[config.mk]
export PLATFORM = sky130hd
export DESIGN_NAME = pipo_register_8b_flat
export DESIGN_NICKNAME = d
export VERILOG_FILES = /design/src/rtl/pipo_register_8b_if.sv /design/src/rtl/pipo_register_8b.sv /design/src/flat_wrapper.sv
export SDC_FILE = /design/constraint.sdc
export NUM_CORES = 1
export LEC_CHECK = 0
export BUFFER_PORTS_ARGS = -buffer_cell sky130_fd_sc_hd__buf_2
export CAP_MARGIN = 15
export CORE_AREA = 2 2 39 41
export DETAILED_ROUTE_END_ITERATION = 12
export DIE_AREA = 0 0 41 43
export PLACE_DENSITY_LB_ADDON = 0.12
export SLEW_MARGIN = 0
export SYNTH_ARGS = -nofsm -noshare
export SYNTH_HDL_FRONTEND = slang
export SYNTH_SLANG_ARGS = --single-unit
[constraint.sdc]
create_clock -name clock -period 1 [get_ports clock]
set_clock_uncertainty 0.05 [all_clocks]
set_input_delay 0.1 -clock clock [delete_from_list [all_inputs] [get_ports clock]]
set_output_delay 0.1 -clock clock [all_outputs]
set_load 0.02 [all_outputs]
[src/rtl/pipo_register_8b_if.sv]
// Bus bundle for the parallel-in/parallel-out holding register.
// The master drives the word and capture enable; the slave returns the stored word and valid.
interface pipo_register_8b_if #(
  parameter int unsigned WIDTH = 8
);

  logic [WIDTH-1:0] data_in;
  logic             load;
  logic [WIDTH-1:0] data_out;
  logic             valid;

  modport master (
    output data_in,
    output load,
    input  data_out,
    input  valid
  );

  modport slave (
    input  data_in,
    input  load,
    output data_out,
    output valid
  );

endinterface

[src/rtl/pipo_register_8b.sv]
// Edge-triggered holding register: samples data_in when load is high at a rising clock edge.
// valid marks that at least one word has been captured since the last reset.
module pipo_register_8b #(
  parameter int unsigned      WIDTH       = 8,
  parameter logic [WIDTH-1:0] RESET_VALUE = '0
) (
  input  logic                clock,
  input  logic                reset_n,
  pipo_register_8b_if.slave   bus
);

  logic [WIDTH-1:0] data_q;
  logic             valid_q;

  // Stored word; reset forces RESET_VALUE without waiting for a clock.
  always_ff @(posedge clock or negedge reset_n) begin
    if (!reset_n) begin
      data_q <= RESET_VALUE;
    end else if (bus.load) begin
      data_q <= bus.data_in;
    end
  end

  // Sticky capture flag, cleared only by reset.
  always_ff @(posedge clock or negedge reset_n) begin
    if (!reset_n) begin
      valid_q <= 1'b0;
    end else if (bus.load) begin
      valid_q <= 1'b1;
    end
  end

  assign bus.data_out = data_q;
  assign bus.valid    = valid_q;

endmodule

[src/flat_wrapper.sv]
// flat-port wrapper written by rule: the top's interface ports become plain ports
module pipo_register_8b_flat 
#(
  parameter int unsigned      WIDTH       = 8,
  parameter logic [WIDTH-1:0] RESET_VALUE = '0
)
  (clock, reset_n, bus_data_in, bus_load, bus_data_out, bus_valid);
  pipo_register_8b_if #(.WIDTH(WIDTH)) bus_i ();
  input  logic clock;
  input  logic reset_n;
  input wire logic [$bits(bus_i.data_in)-1:0] bus_data_in;
  input wire logic [$bits(bus_i.load)-1:0] bus_load;
  output wire logic [$bits(bus_i.data_out)-1:0] bus_data_out;
  output wire logic [$bits(bus_i.valid)-1:0] bus_valid;
  assign bus_i.data_in = bus_data_in;
  assign bus_i.load = bus_load;
  assign bus_data_out = bus_i.data_out;
  assign bus_valid = bus_i.valid;
  pipo_register_8b #(.WIDTH(WIDTH), .RESET_VALUE(RESET_VALUE)) u_core (.clock(clock), .reset_n(reset_n), .bus(bus_i));
endmodule
==> results.toml <==
[min_path]
min_from = "bus_data_in[3]"
whs_path_depth = 2
min_to = "u_core.bus.data_out[3]$_DFFE_PN0P_"
hold_class = "in2reg"

[synth]
ys_seq_area_share_pct = 62.1
synth_top_area_share_pct = 62.1
avgSynthCellArea_sq_um = 19.1
yosysUniqueCellTypes = 4
async_flop_share_pct = 100
synthTopCellsByCount = "dfrtp_1 (9), mux2_4 (8), buf_6 (1), or2_1 (1)"
synth_flop_cell = "dfrtp_1"
synth_area_leader_cell = "dfrtp_1"
synth_most_common_cell = "dfrtp_1"
synthesis.area_sq_um = 363
synth_cells = 19
synth_edf_count = 0
synth_nets = 30
yosys_warnings = 0
synth.top_cells.by_area = "dfrtp_1 (62%), mux2_4 (33%), buf_6 (3.1%)"
ys_seq_elements = 9

[sta]
fin_hold_ws_ns = 0.0210
fmax_ghz = 1.05
finalSetupTns_ns = 0
worstMarginPinSlew_ns = 0.271
period_share_pct = 95.2
maxSlewViolCount = 0
setup_viol = 0
hold_viol = 0
slew_headroom_pct = 81.9
period_minus_slack_ns = 0.952
rsz0062_at_grt = "no"

[setup_path]
crit_buf_inv = 1
critical-path-max-stage-delay_ns = 0.39
start_kind = "register"
crit_chain = "buf_2"
path_max_fanout = 2
cpMaxStageDelayCell = "dfrtp_1"
cp.required_ns = 0.85
cp-end-kind = "output pin"
r2r-end = "u_core.bus.data_out[2]$_DFFE_PN0P_"
path_delay_family = "flip-flops"
critPathKind = "reg2out"
timing.rr.start = "u_core.bus.data_out[2]$_DFFE_PN0P_"
worstPathArrival_ns = 0.80
ff2ff_path_depth = 1
regToRegSetupSlack_ns = 0.18

[final_layout]
multiInputGateArea_sq_um = 126
n_antenna_cell = 0
utilization_pct = 36.3
area_growth_pct = 38.6
fillers = 133
drive_above_1_share_pct = 71.4
fin_nets = 54
regArea_sq_um = 225

[clock_tree]
cts_tree = "yes"
clock_latency_ns = 0.25
htree_levels = 1
clk_pin_slew_ns = 0.06
clockBufferDepth = 2
post_cts_buffers = 0
cts.sinks = 9
clockRootBuffer = "clkbuf_4"
numCtsBuffers = 3

[pwr]
p_seq_share_pct = 48.0
switching_share_pct = 26.3
leakage_nw = 0.261
combPwrFrac_pct = 19.4
p_switching_mw = 0.227
p_int_mw = 0.636
vdd_ir_drop_max_uv = 763
power_frac_clock_pct = 32.6
power_density_nw_per_um2 = 1720

[place]
port_buffers = 19
gp_congestion = 0.588

[route]
met3_length_um = 72
wl_met1_um = 325
drtAntennaViolNets = 0
drt-initial-drc-count = 0
num_vias = 238
wl_met2_um = 289
first_pass_iters = 1
top_layer = "met3"
wl_um = 687
avgViaCountPerCell = 4.10
drt-wirelength-per-cell_um = 11.8
drc = 0

[run_status]
status = "complete, no violations"

[floorplan]
fp.dieW_um = 41
initial_core_util_pct = 26.2
io_pins = 20
core-area_sq_um = 1380
dieArea_sq_um = 1760
die_y_um = 43
rows = 14

[global_route]
grt_pass1_wl_um = 1070
grt_max_degree = 10
grt_pass1_vias = 235
antenna_found_initial = 0
grt_usage_pct = 9.63
grt-ovfl-total = 0

[flow_run]
cap_viol_max_count = 0
-- power groups by stage --
stage / clock, mW / sequential (mW) / combinational [mW]
final: 0.281 / 0.414 / 0.168
after CTS: 0.300 / 0.414 / 0.170
after global placement: 0 / 0.418 / 0.165
after global routing: 0.319 / 0.417 / 0.181
after floorplan: 0 / 0.461 / 0.0639
after detailed placement: 0 / 0.420 / 0.167
-- what timing repair did --
| action | 4_1_cts | 5_1_grt |
|---|---|---|
| endpoints found under the hold margin | 9 | 0 |
| hold buffers | 1 | 0 |
| resized for setup | 0 | 0 |
-- cell families (layout without fill, tap and decap cells) --
| logic type | Yosys count | count (layout) | share of synthesized area (%) |
|---|---|---|---|
| buffers and inverters | 1 | 24 | 3.10 |
| DFF | 9 | 9 | 62.1 |
| muxes | 8 | 8 | 33.1 |
| and+or+nand+nor | 1 | 1 | 1.73 |
-- area by class of cell --
cell class	instances	area share (%)
clock buffer	4	5.22
multi-input combinational	9	25.1
sequential	9	44.8
tap	16	3.98
timing repair buffer	20	20.9
-- per-stage QoR --
stage	cells	area (sq um)	power (mW)	worst slack [ns]
detailed placement	53	467	0.587	0.129
global placement	53	467	0.583	0.143
CTS	58	503	0.884	0.0349
finish	58	503	0.863	0.0477
global route	58	503	0.917	0.00942
floorplan	19	363	0.525	0.115
-- routing by layer --
metal  GRT usage [%]  up-vias
li1                -      111
met1            12.6      113
met2            12.2       14
met3            7.85        0
met4            2.00        0
met5               0        -
-- worst max path at each step --
| stage | start | endpoint | slack, ns | depth (start not counted) |
|---|---|---|---|---|
| CTS | u_core.bus.data_out[7]$_DFFE_PN0P_ | bus_data_out[7] | 0.03 | 1 |
| global placement | bus_load | u_core.bus.data_out[4]$_DFFE_PN0P_ | 0.14 | 2 |
| floorplan | u_core.bus.data_out[0]$_DFFE_PN0P_ | u_core.bus.data_out[0]$_DFFE_PN0P_ | 0.12 | 1 |
| finish | u_core.bus.data_out[2]$_DFFE_PN0P_ | bus_data_out[2] | 0.05 | 1 |
| global route | u_core.bus.data_out[0]$_DFFE_PN0P_ | bus_data_out[0] | 0.009 | 1 |
| detailed placement | bus_load | u_core.bus.data_out[7]$_DFFE_PN0P_ | 0.13 | 2 |
-- cells in the final DEF, fill, tap and decap left out, drive strengths merged --
master	count
or2	1
clkbuf	4
dfrtp	9
buf	19
mux2	8
dlygate4sd3	1
-- sequential cells by signal (all words and copies together) (netlist names) --
signal	flops
u_core.bus.data_out	8
u_core.bus.valid	1
No activity file was read; power rests on OpenSTA's default activity.
